==> src/rtl/multicycle_pkg.sv <==
// Shared types and encodings for the multicycle RV32I control path.
// States, opcodes and datapath mux/ALU select codes live here.
package multicycle_pkg;

    localparam int unsigned XLEN = 32;

    typedef enum logic [3:0] {
        S_FETCH,
        S_DECODE,
        S_MEMADR,
        S_MEMREAD,
        S_MEMWB,
        S_MEMWRITE,
        S_EXEC_R,
        S_EXEC_I,
        S_ALUWB,
        S_BRANCH,
        S_JAL,
        S_JALR,
        S_JALR_PC,
        S_TRAP
    } mc_state_t;

    localparam logic [6:0] OP_LOAD   = 7'b0000011;
    localparam logic [6:0] OP_STORE  = 7'b0100011;
    localparam logic [6:0] OP_R      = 7'b0110011;
    localparam logic [6:0] OP_I      = 7'b0010011;
    localparam logic [6:0] OP_BRANCH = 7'b1100011;
    localparam logic [6:0] OP_JAL    = 7'b1101111;
    localparam logic [6:0] OP_JALR   = 7'b1100111;

    localparam logic [6:0] F7_BASE = 7'b0000000;
    localparam logic [6:0] F7_ALT  = 7'b0100000;

    localparam logic [3:0] ALU_ADD = 4'b0000;
    localparam logic [3:0] ALU_SUB = 4'b0001;
    localparam logic [3:0] ALU_AND = 4'b0010;
    localparam logic [3:0] ALU_OR  = 4'b0011;
    localparam logic [3:0] ALU_XOR = 4'b0100;
    localparam logic [3:0] ALU_SRL = 4'b1000;
    localparam logic [3:0] ALU_SRA = 4'b1011;
    localparam logic [3:0] ALU_SLL = 4'b1101;

    localparam logic [2:0] IMM_I = 3'b000;
    localparam logic [2:0] IMM_S = 3'b001;
    localparam logic [2:0] IMM_B = 3'b010;
    localparam logic [2:0] IMM_J = 3'b011;

    localparam logic [1:0] SRCA_PC    = 2'b00;
    localparam logic [1:0] SRCA_OLDPC = 2'b01;
    localparam logic [1:0] SRCA_REGA  = 2'b10;

    localparam logic [1:0] SRCB_REGB = 2'b00;
    localparam logic [1:0] SRCB_IMM  = 2'b01;
    localparam logic [1:0] SRCB_FOUR = 2'b10;

    localparam logic [1:0] RES_ALUOUT = 2'b00;
    localparam logic [1:0] RES_DATA   = 2'b01;
    localparam logic [1:0] RES_ALU    = 2'b10;

endpackage

==> src/rtl/mc_alu_decoder.sv <==
// ALU operation select for the execute states; flags encodings
// that the core does not implement so the FSM can trap.
module mc_alu_decoder
    import multicycle_pkg::*;
(
    input  mc_state_t  state,
    input  logic [2:0] funct3,
    input  logic [6:0] funct7,
    output logic [3:0] alu_control,
    output logic       bad
);

    logic is_r;
    logic is_i;

    assign is_r = (state == S_EXEC_R);
    assign is_i = (state == S_EXEC_I);

    always_comb begin
        alu_control = ALU_ADD;
        bad         = 1'b0;
        if (is_r || is_i) begin
            case (funct3)
                3'b000: begin
                    if (is_r && funct7 == F7_ALT)
                        alu_control = ALU_SUB;
                    else if (is_r && funct7 != F7_BASE)
                        bad = 1'b1;
                end
                3'b001: begin
                    alu_control = ALU_SLL;
                    bad         = is_r;
                end
                3'b100: alu_control = ALU_XOR;
                3'b110: alu_control = ALU_OR;
                3'b111: alu_control = ALU_AND;
                3'b101: begin
                    if (funct7 == F7_ALT)
                        alu_control = ALU_SRA;
                    else if (funct7 == F7_BASE)
                        alu_control = ALU_SRL;
                    else
                        bad = 1'b1;
                end
                default: bad = 1'b1;
            endcase
        end
    end

endmodule

==> src/rtl/multicycle_ctrl.sv <==
// Main control FSM of the multicycle RV32I core: sequences the shared
// ALU, unified memory port, register file and holding registers.
module multicycle_ctrl
    import multicycle_pkg::*;
#(
    parameter int DATA_WIDTH = 32
) (
    input  logic       clk,
    input  logic       rst,
    input  logic [6:0] op,
    input  logic [2:0] funct3,
    input  logic [6:0] funct7,
    input  logic       zero,
    input  logic       mem_ready,
    output logic       pc_write,
    output logic       ir_write,
    output logic       adr_src,
    output logic       mem_read,
    output logic       mem_write,
    output logic       reg_write,
    output logic [1:0] alu_src_a,
    output logic [1:0] alu_src_b,
    output logic [3:0] alu_control,
    output logic [1:0] result_src,
    output logic [2:0] imm_src,
    output logic [2:0] addressing_control,
    output logic       instr_done,
    output logic       illegal
);

    if (DATA_WIDTH != XLEN) begin : g_nonstd_width
    end

    mc_state_t  state;
    mc_state_t  state_next;
    logic       illegal_q;
    logic [3:0] dec_alu;
    logic       dec_bad;
    logic       pc_w, ir_w, mr, mw, rw, done;

    mc_alu_decoder u_alu_dec (
        .state       (state),
        .funct3      (funct3),
        .funct7      (funct7),
        .alu_control (dec_alu),
        .bad         (dec_bad)
    );

    always_ff @(posedge clk) begin
        if (rst) begin
            state     <= S_FETCH;
            illegal_q <= 1'b0;
        end else begin
            state <= state_next;
            if (state_next == S_TRAP)
                illegal_q <= 1'b1;
        end
    end

    always_comb begin
        state_next         = state;
        pc_w               = 1'b0;
        ir_w               = 1'b0;
        mr                 = 1'b0;
        mw                 = 1'b0;
        rw                 = 1'b0;
        done               = 1'b0;
        adr_src            = 1'b0;
        alu_src_a          = SRCA_PC;
        alu_src_b          = SRCB_REGB;
        alu_control        = ALU_ADD;
        result_src         = RES_ALUOUT;
        imm_src            = IMM_I;
        addressing_control = 3'b000;
        unique case (state)
            S_FETCH: begin
                mr         = 1'b1;
                alu_src_b  = SRCB_FOUR;
                result_src = RES_ALU;
                if (mem_ready) begin
                    ir_w       = 1'b1;
                    pc_w       = 1'b1;
                    state_next = S_DECODE;
                end
            end
            S_DECODE: begin
                alu_src_a = SRCA_OLDPC;
                alu_src_b = SRCB_IMM;
                if (op == OP_BRANCH)
                    imm_src = IMM_B;
                else if (op == OP_JAL)
                    imm_src = IMM_J;
                case (op)
                    OP_LOAD,
                    OP_STORE:  state_next = S_MEMADR;
                    OP_R:      state_next = S_EXEC_R;
                    OP_I:      state_next = S_EXEC_I;
                    OP_BRANCH: state_next = S_BRANCH;
                    OP_JAL:    state_next = S_JAL;
                    OP_JALR:   state_next = S_JALR;
                    default:   state_next = S_TRAP;
                endcase
            end
            S_MEMADR: begin
                alu_src_a          = SRCA_REGA;
                alu_src_b          = SRCB_IMM;
                addressing_control = funct3;
                imm_src    = (op == OP_STORE) ? IMM_S : IMM_I;
                state_next = (op == OP_STORE) ? S_MEMWRITE
                                              : S_MEMREAD;
            end
            S_MEMREAD: begin
                mr                 = 1'b1;
                adr_src            = 1'b1;
                addressing_control = funct3;
                if (mem_ready)
                    state_next = S_MEMWB;
            end
            S_MEMWB: begin
                result_src         = RES_DATA;
                rw                 = 1'b1;
                done               = 1'b1;
                addressing_control = funct3;
                state_next         = S_FETCH;
            end
            S_MEMWRITE: begin
                mw                 = 1'b1;
                adr_src            = 1'b1;
                addressing_control = funct3;
                if (mem_ready) begin
                    done       = 1'b1;
                    state_next = S_FETCH;
                end
            end
            S_EXEC_R, S_EXEC_I: begin
                alu_src_a   = SRCA_REGA;
                alu_src_b   = (state == S_EXEC_I) ? SRCB_IMM
                                                  : SRCB_REGB;
                alu_control = dec_alu;
                state_next  = dec_bad ? S_TRAP : S_ALUWB;
            end
            S_ALUWB: begin
                rw         = 1'b1;
                done       = 1'b1;
                state_next = S_FETCH;
            end
            S_BRANCH: begin
                alu_src_a   = SRCA_REGA;
                alu_control = ALU_SUB;
                if (funct3 == 3'b000 || funct3 == 3'b001) begin
                    // bne takes the branch on a non-zero difference
                    pc_w       = zero ^ funct3[0];
                    done       = 1'b1;
                    state_next = S_FETCH;
                end else begin
                    state_next = S_TRAP;
                end
            end
            S_JAL: begin
                alu_src_a  = SRCA_OLDPC;
                alu_src_b  = SRCB_FOUR;
                pc_w       = 1'b1;
                state_next = S_ALUWB;
            end
            S_JALR: begin
                alu_src_a  = SRCA_OLDPC;
                alu_src_b  = SRCB_FOUR;
                result_src = RES_ALU;
                rw         = 1'b1;
                state_next = S_JALR_PC;
            end
            S_JALR_PC: begin
                alu_src_a  = SRCA_REGA;
                alu_src_b  = SRCB_IMM;
                result_src = RES_ALU;
                pc_w       = 1'b1;
                done       = 1'b1;
                state_next = S_FETCH;
            end
            S_TRAP: state_next = S_TRAP;
            default: state_next = S_TRAP;
        endcase
    end

    assign pc_write   = pc_w & ~rst;
    assign ir_write   = ir_w & ~rst;
    assign mem_read   = mr & ~rst;
    assign mem_write  = mw & ~rst;
    assign reg_write  = rw & ~rst;
    assign instr_done = done & ~rst;
    assign illegal    = illegal_q;

endmodule
==> config.mk <==
export PLATFORM = sky130hd
export DESIGN_NAME = multicycle_ctrl
export DESIGN_NICKNAME = d
export VERILOG_FILES = /design/src/rtl/multicycle_pkg.sv /design/src/rtl/mc_alu_decoder.sv /design/src/rtl/multicycle_ctrl.sv
export SDC_FILE = /design/constraint.sdc
export NUM_CORES = 1
export LEC_CHECK = 0
export CAP_MARGIN = 15
export CORE_MARGIN = 2
export CORE_UTILIZATION = 45
export CTS_BUF_LIST = sky130_fd_sc_hd__clkbuf_2
export DETAILED_ROUTE_END_ITERATION = 8
export GPL_TIMING_DRIVEN = 0
export PLACE_DENSITY = 0.95
export SLEW_MARGIN = 20
export SYNTH_ARGS = -nofsm -noshare
export SYNTH_HDL_FRONTEND = slang
export SYNTH_HIERARCHICAL = 1
export SYNTH_SLANG_ARGS = --single-unit
==> constraint.sdc <==
create_clock -name clk -period 4.26 [get_ports clk]
set_input_delay 0.639 -clock clk [delete_from_list [all_inputs] [get_ports clk]]
set_output_delay 0.639 -clock clk [all_outputs]
set_load 0.005 [all_outputs]
## After elaboration in Yosys (flattened, before gate mapping)

Cells that the tools add are included.

- Equality and inequality tests: 26
- Reduce and logical (&&, ||, !) cells: 22
- Muxes and demuxes: 39
- Bitwise operators: 8

Operators with widths:

| operator | count |
|---|---|
| case mux 4 bit (6 select lines) | 2 |
| case mux 4 bit (10 select lines) | 1 |
| 2-to-1 mux 4 bit | 7 |
| == test 4 bit (second input constant) | 6 |
| == test 7 x 6 -> 1 bit (second input constant) | 3 |
| == test 7 bit (second input constant) | 3 |
| OR reduction 3 bit | 7 |
| == test 4 x 3 -> 1 bit (second input constant) | 4 |
| 2-to-1 mux 1 bit | 16 |
| == test 3 bit (second input constant) | 4 |
| case mux 2 bit (2 select lines) | 3 |
| OR reduction 2 bit | 5 |
| 2-to-1 mux 3 bit | 3 |
| == test 4 x 2 -> 1 bit (second input constant) | 2 |
| case mux 4 bit (2 select lines) | 1 |
| == test 7 x 2 -> 1 bit (second input constant) | 1 |
| == test 7 x 5 -> 1 bit (second input constant) | 1 |
| logical NOT 7 bit | 1 |
| nonzero test 7 bit | 1 |
| AND 1 bit | 6 |
| case mux 1 bit (3 select lines) | 2 |
| case mux 2 bit (3 select lines) | 1 |
| OR reduction 5 bit | 1 |
| == test 4 x 1 -> 1 bit (second input constant) | 1 |
| other kinds (10) | 13 |

- Register bits: 5
- Logic and storage cells: 97
- Output and inout bits: 24
- Bits of input ports: 21

## Longest topological paths before layout

Gate-level depths: netlist of the first run.

- Depth in word-level cells: 9
- Mapped depth: 7
- Gate-level depth less buffers: 7

## By module

Netlist of the first run, hierarchy kept.

Modules (own cells, without submodules):

| module | area an instance (µm²) | seq. area each (µm²) | cells an instance | instances |
|---|---|---|---|---|
| multicycle_ctrl | 754.5 | 100.1 | 122 | 1 |
| mc_alu_decoder | 160.2 | 0.0 | 21 | 1 |

## Worst setup path before layout of the first run

OpenSTA, ideal clock, no wires.

- Path type: input to output
- Start: input funct7[1]
- End: output alu_control[3]
- Required time: 3621 ps
- Path buffers: 0
- Cell stages on the path: 4
- Setup slack: 2051 ps
- Arrival: 1570 ps
- Cell sequence: nor4_4 -> nand2_2 -> a2111oi_2 -> and3_1

- Cells in the longest elaborated chain, start to end: 6
- Elaborated cells on any way between the ends: 7
- Those cells by class: eq/ne (1); mux (5); reduce/logical (1)

Ends and longest elaborated chain:

| element | line | source |
|---|---|---|
| start: declaration | multicycle_ctrl.sv:12 | `input logic [6:0] funct7,` |
| logical NOT 7 bit | mc_alu_decoder.sv:40 | `else if (funct7 == F7_BASE)` |
| 2-to-1 mux 4 bit | mc_alu_decoder.sv:40 |  |
| 2-to-1 mux 4 bit (*) | mc_alu_decoder.sv:38 | `if (funct7 == F7_ALT)` |
| case mux 4 bit (6 select lines) (*) | mc_alu_decoder.sv:23 | `case (funct3)` |
| 2-to-1 mux 4 bit (*) | mc_alu_decoder.sv:22 | `if (is_r \|\| is_i) begin` |
| net dec_alu[3] | multicycle_ctrl.sv:37 | `logic [3:0] dec_alu;` |
| case mux 4 bit (2 select lines) (*) | multicycle_ctrl.sv:75 | `unique case (state)` |
| end: declaration | multicycle_ctrl.sv:23 | `output logic [3:0] alu_control,` |

Mark *: on every way through the listed nets, which the timed path passes. The rest lies on a longest branch.

## Worst setup path after layout of the first run

- Start: input funct3[0]
- End: output alu_control[0]

- Cells in the longest elaborated chain, start to end: 4
- Elaborated cells on any way between the ends: 9
- Those cells by class: eq/ne (5); mux (3); reduce/logical (1)

Ends and longest elaborated chain:

| element | line | source |
|---|---|---|
| start: declaration | multicycle_ctrl.sv:11 | `input logic [2:0] funct3,` |
| == test 3 bit (tied with other cells) | mc_alu_decoder.sv:23 |  |
| case mux 4 bit (6 select lines) (*) | mc_alu_decoder.sv:23 |  |
| 2-to-1 mux 4 bit (*) | mc_alu_decoder.sv:22 |  |
| net dec_alu[0] | multicycle_ctrl.sv:37 |  |
| case mux 4 bit (2 select lines) (*) | multicycle_ctrl.sv:75 |  |

Marks and branches as above.

==> results.cfg, run 1 <==
[outcome]
outcome = finished clean

[timing]
drv_slew = 0
timing.hold.ws_ns = 0.466
skew_ns = 0.0159
finalCritPeriodShare_pct = 77.4
setup_viol = 0
fmax_ghz = 0.303
fin_setup_tns_ns = 0
finalHoldViolCount = 0
min_period_ns = 3.30
rsz0062_at_grt = no

[routing]
avgViaCountPerCell = 5.76
post-route-drc-count = 0
antenna_left = 0
post_drt_wl_per_cell_um = 13.3
vias = 1251
drt-pass1-iter-count = 4
first_iter_violations = 56
wirelength_um = 2890

[synth]
yosysMostFrequentCell = nand2_1
synth_commonest_cells = nand2_1, nor2_1, a21oi_1, o21ai_0
ys_seq_elements = 5
avgSynthCellArea_um2 = 6.40
yosys-top-cells-area = dfxtp_1, nand2_1, nor2_1, a21oi_1, o21ai_0
synthFlopType = dfxtp_1
seq_area_frac_synth_pct = 10.9
synth_edf_count = 0
synth_fp_nets = 164
ys_warn_count = 6
synth_top_area_cell = dfxtp_1
synthCells = 143
yosysUniqueCellTypes = 49
synthesis.area_um2 = 915
netlist.area_leader.share_pct = 10.9
synthArstFlopShare_pct = 0

[final_layout]
fin_area_um2 = 1400
syn_to_final_growth_pct = 52.9
final_util_pct = 72.0
layout.nets = 212
n_antenna_cell = 0
drive_gt1_share_pct = 7.37

[worst_setup_path]
startpoint_type = input pin
cp_common_cell = clkdlybuf4s50_1
crit_type = input pin to output port
path_max_fanout = 8
path_cells = clkdlybuf4s50_1 > inv_1 > or3_1 > a31oi_1 > nand3_1 > nand2_1 > clkdlybuf4s50_1
critPathArrivalTime_ns = 2.66
end_kind = output port
worstRegToRegCells = 6
cp_slowest_cell = clkdlybuf4s50_1
slowest_delay_ns = 0.63
critPathRequiredTime_ns = 3.62

[floorplan]
initial_utilization_pct = 47.1
die-width_um = 49.1
die_h_um = 49.1
row_count = 16
ioPinCount = 45
die_area_um2 = 2410
core-area_um2 = 1940

[clock_network]
post-cts-setup-buffer-count = 0
clockBufferDepth = 2
clkLatencyLatePin_ns = 0.26
cts.repair.resized = 0
cts_tree = built
clockRootBuffer = clkbuf_2
cts_hold_buf = 0
cts.sinks = 5
cts_buffers = 3
clkTransAtPathRegs_ns = 0.05
htree_levels = 1

[place]
numPortBuffers = 43
dp_hpwl_um = 2310
place_area_um2 = 1380
gp_congestion = 0.878

[hold_path]
holdPathStages = 2
worstHoldPathType = flop to flop

[global_route]
grt_overflow_total = 0
grt_pass1_vias = 1169
grt_max_degree = 12
antenna_found_initial = 0
groute.usage.overall_pct = 25.1
grt_first_pass_wirelength_um = 4840

[pwr]
powerDensity_nw_per_um2 = 202
peakVddDrop_mv = 0.162
leakagePower_uw = 0.000510
total_power_uw = 283

[run]
drv_cap = 0
[metal layers]
layer / up-vias / share of wire, % / track usage, %
met3: 6 / 9.6 / 4.60
li1: 609 / - / -
met2: 83 / 52 / 48.2
met5: - / 0 / 0
met4: 0 / 1.5 / 10.5
met1: 553 / 37 / 26.1
[cells by family after synthesis]
kind of cell / count (synthesis) / synth area share (%)
and+or+nand+nor: 77 / 46.1
AOI/OAI and AO/OA: 40 / 30.6
buffers and inverters: 17 / 9.03
DFF: 5 / 10.9
xor gates and xnor gates: 3 / 2.87
other: 1 / 0.410
[power by group]
group	internal (uW)	switching, uW	total (uW)
clock	24.8	25.6	50.5
sequential	51.3	3.60	54.9
combinational	91.4	86.5	178
[through the flow]
step	setup WS, ns	std cells
floorplan	2.05	143
global placement	1.01	213
detailed placement	0.990	213
CTS	0.985	217
global route	0.884	217
finish	0.964	217
[critical path: cells and delay by family]
family / cells / cell delay [ns]
AO/OA/AOI/OAI: 1 / 0.19
buffers and inverters: 3 / 1.26
AND/OR/NAND/NOR: 3 / 0.57
[final cells by class]
type / count / area [um2]
Tap cell: 27 / 33.8
Fill cell: 167 / 543
Inverter: 7 / 26.3
Sequential cell: 5 / 100
Multi-Input combinational cell: 121 / 732
Timing Repair Buffer: 43 / 430
Buffer: 10 / 56.3
Clock buffer: 4 / 20.0
[final timing paths]
path | startpoint | end | slack [ns]
max | funct3[0] | alu_control[0] | 0.96
max reg2reg | state[0] | illegal | 2.38
min | illegal | illegal | 0.47
min reg2reg | illegal | illegal | 0.47
[state kept, by name, indices dropped and copies added (netlist names)]
name     cells
illegal      1
state        4
[cell usage in the layout, fill, tap and decap left out, types with 2 or more instances in the layout]
master | synthesis | final
nor3_1 | 5 | 5
dfxtp_1 | 5 | 5
nand3_1 | 5 | 5
inv_1 | 7 | 7
nor2b_1 | 6 | 6
and2_1 | 5 | 5
nand2_1 | 17 | 17
and3_1 | 3 | 3
xnor2_1 | 2 | 2
nor3b_1 | 2 | 2
buf_6 | 2 | 2
clkbuf_2 | 0 | 4
clkbuf_1 | 7 | 7
nand2b_1 | 5 | 5
nor2_1 | 15 | 15
a21oi_1 | 8 | 8
a22oi_1 | 2 | 2
o21bai_1 | 2 | 2
a211oi_1 | 2 | 2
and3b_1 | 2 | 2
o2111ai_1 | 2 | 2
or3_1 | 3 | 3
clkdlybuf4s50_1 | 0 | 43
o22ai_1 | 2 | 2
o21ai_0 | 8 | 8
No activity file was read; power rests on OpenSTA's default activity.
==> run 2: changes to the inputs <==
--- a/config.mk
+++ b/config.mk
@@ -7,11 +7,11 @@
 export LEC_CHECK = 0
 export CAP_MARGIN = 15
 export CORE_MARGIN = 2
-export CORE_UTILIZATION = 45
+export CORE_UTILIZATION = 38
 export CTS_BUF_LIST = sky130_fd_sc_hd__clkbuf_2
 export DETAILED_ROUTE_END_ITERATION = 8
 export GPL_TIMING_DRIVEN = 0
-export PLACE_DENSITY = 0.95
+export PLACE_DENSITY = 0.86
 export SLEW_MARGIN = 20
 export SYNTH_ARGS = -nofsm -noshare
 export SYNTH_HDL_FRONTEND = slang
==> constraint.sdc (replaced) <==
create_clock -name clk -period 2.9 [get_ports clk]
set_input_delay 0.435 -clock clk [delete_from_list [all_inputs] [get_ports clk]]
set_output_delay 0.435 -clock clk [all_outputs]
set_load 0.005 [all_outputs]
==> run 2 against run 1 <==
  * Critical path type unchanged
  * Critical path depth decreased by 1
  * Count of clock-buffer cells in the layout stayed put
  * Via count down 2.2%
  * Power rose by 43%
  * Largest cell class unchanged
  * Largest power group unchanged
==> results.cfg, run 2 (same netlist as run 1, synthesis figures left out) <==
[clock_network]
post-cts-setup-buffer-count = 0
htree_levels = 1
cts.sinks = 5
clkLatencyLatePin_ns = 0.21
cts_buffers = 3
clkTransAtPathRegs_ns = 0.05
cts_tree = built
clockBufferDepth = 2
clockRootBuffer = clkbuf_2

[timing]
rsz0062_at_grt = no
fmax_ghz = 0.356
skew_ns = 0.00327
fin_setup_tns_ns = 0
min_period_ns = 2.81
finalCritPeriodShare_pct = 96.9
drv_slew = 0
finalHoldViolCount = 0
setup_viol = 0

[final_layout]
multi_input_area_um2 = 754
final_common_cell = clkdlybuf4s50_1
seq_area_um2 = 100
syn_to_final_growth_pct = 56.8
top_register = state
n_antenna_cell = 0
largest_reg_flops = 4
layout_common_cells = clkdlybuf4s50_1, nand2_1, nor2_1, a21oi_1, o21ai_0
drive_gt1_share_pct = 9.47
nFillCells = 231
layout.nets = 212

[pwr]
total_power_uw = 405
swShare_pct = 39.0
pwr-share-seq_pct = 20.0
power_frac_comb_pct = 64.4
leakagePower_uw = 0.000552
pwr-share-clk_pct = 15.7
peakVddDrop_mv = 0.233
powerDensity_nw_per_um2 = 283
netSwitchingPower_uw = 158
p_int_uw = 247

[routing]
vias = 1223
avgViaCountPerCell = 5.61
drt-pass1-iter-count = 4
post_drt_wl_per_cell_um = 12.8
antenna_left = 0
post-route-drc-count = 0
first_iter_violations = 29
wirelength_um = 2790

[floorplan]
die-width_um = 53.1
row_count = 17
ioPinCount = 45
die_h_um = 53.1
initial_utilization_pct = 40.6
core-area_um2 = 2250
die_area_um2 = 2820

[worst_setup_path]
critical-path-top-delay-family = buffers and inverters
cp_common_cell = clkdlybuf4s50_1
path_cells = clkdlybuf4s50_1 > nor4_4 > nand2_2 > a2111oi_4 > and3_1 > clkdlybuf4s50_1
cp_slowest_cell = clkdlybuf4s50_1
critPathRequiredTime_ns = 2.47
critPathArrivalTime_ns = 2.38
cp.depth = 6
reg2reg_setup_slack_ns = 1.11
path_max_fanout = 4
end_kind = output port
critPathBufInv = 2
crit_type = input pin to output port
timing.rr.start = state[3]
startpoint_type = input pin
timing.rr.end = illegal
worstRegToRegCells = 6
slowest_delay_ns = 0.49

[hold_path]
holdPathStages = 2
hold_end = illegal
min_from = illegal
worstHoldPathType = flop to flop

[place]
dp_hpwl_um = 2170
gp_congestion = 0.903
numPortBuffers = 43

[run]
drv_cap = 0

[global_route]
grt_overflow_total = 0
antenna_found_initial = 0
grt_pass1_vias = 1062
groute.usage.overall_pct = 20.1
grt_max_degree = 12
grt_first_pass_wirelength_um = 4320

[outcome]
outcome = finished clean
## run 2: changes by cell type in the layout (fill, tap and decap cells not counted), sizes merged
cell / change
clkdlybuf4s50: -4
dlymetal6s2s: +4
## run 2: stage by stage
| step | area [um2] | cells | setup slack [ns] | hold slack (ns) | utilization (%) |
|---|---|---|---|---|---|
| 2_1_floorplan | 915 | 143 | 1.10 | 0.465 | - |
| 3_3_place_gp | 1380 | 214 | 0.0767 | 0.466 | 61.2 |
| 3_5_place_dp | 1380 | 214 | 0.0642 | 0.467 | 61.2 |
| 4_1_cts | 1400 | 218 | 0.0534 | 0.479 | 62.1 |
| 5_1_grt | 1430 | 218 | 0.00147 | 0.495 | 63.6 |
| 6_report | 1430 | 218 | 0.0894 | 0.469 | 63.6 |
## run 2: routing by layer
layer / vias to the layer above / wire [um] / global-route usage [%]
met5: - / 0 / 0
met4: 0 / 16 / 3.42
met3: 2 / 182 / 3.11
met2: 58 / 1420 / 37.7
met1: 558 / 1180 / 23.9
li1: 605 / - / -
## run 2: how the worst max path moves through the flow
stage	start	endpoint	slack, ns
2_1_floorplan	funct7[1]	alu_control[3]	1.10
3_3_place_gp	funct3[0]	alu_control[0]	0.08
3_5_place_dp	funct3[0]	alu_control[0]	0.06
4_1_cts	state[0]	pc_write	0.05
5_1_grt	funct7[0]	alu_control[3]	0.001
6_report	funct7[0]	alu_control[3]	0.09
## run 2: repair_timing
| action | in CTS | in global routing |
|---|---|---|
| hold endpoints to repair | 0 | 0 |
| gates resized for setup | 0 | 10 |
| setup endpoints to repair | 0 | 5 |
| hold buffers | 0 | 0 |
## run 2: area by class of cell
type,instances,share of cell area [%]
Buffer,10,4.01
Clock buffer,4,1.40
Tap cell,28,2.44
Multi-Input combinational cell,121,52.6
Inverter,7,1.83
Timing Repair Buffer,43,30.7
Sequential cell,5,6.98
## run 2: power by group through the flow
stage / sequential [uW] / clock (uW) / combinational (uW)
after floorplan: 80.8 / 0 / 136
after global placement: 81.8 / 0 / 249
after detailed placement: 82.3 / 0 / 256
after CTS: 80.8 / 66.2 / 257
after global routing: 81.8 / 69.9 / 286
final: 80.9 / 63.5 / 261
## run 2: worst reg2reg max path, cell delays in order, from the launching register on
cell     delay, ns
dfxtp_1       0.31
buf_6         0.13
or2_1         0.22
buf_6         0.14
or4_4         0.53
nor3b_1       0.18
o32ai_2       0.20
==> run 3: changes to the inputs <==
--- a/config.mk
+++ b/config.mk
@@ -12,7 +12,6 @@
 export DETAILED_ROUTE_END_ITERATION = 8
 export GPL_TIMING_DRIVEN = 0
 export PLACE_DENSITY = 0.86
-export SLEW_MARGIN = 20
 export SYNTH_ARGS = -nofsm -noshare
 export SYNTH_HDL_FRONTEND = slang
 export SYNTH_HIERARCHICAL = 1
==> results of run 3 <==
No change in the layout: final DEF, timing and power equal those of run 2.
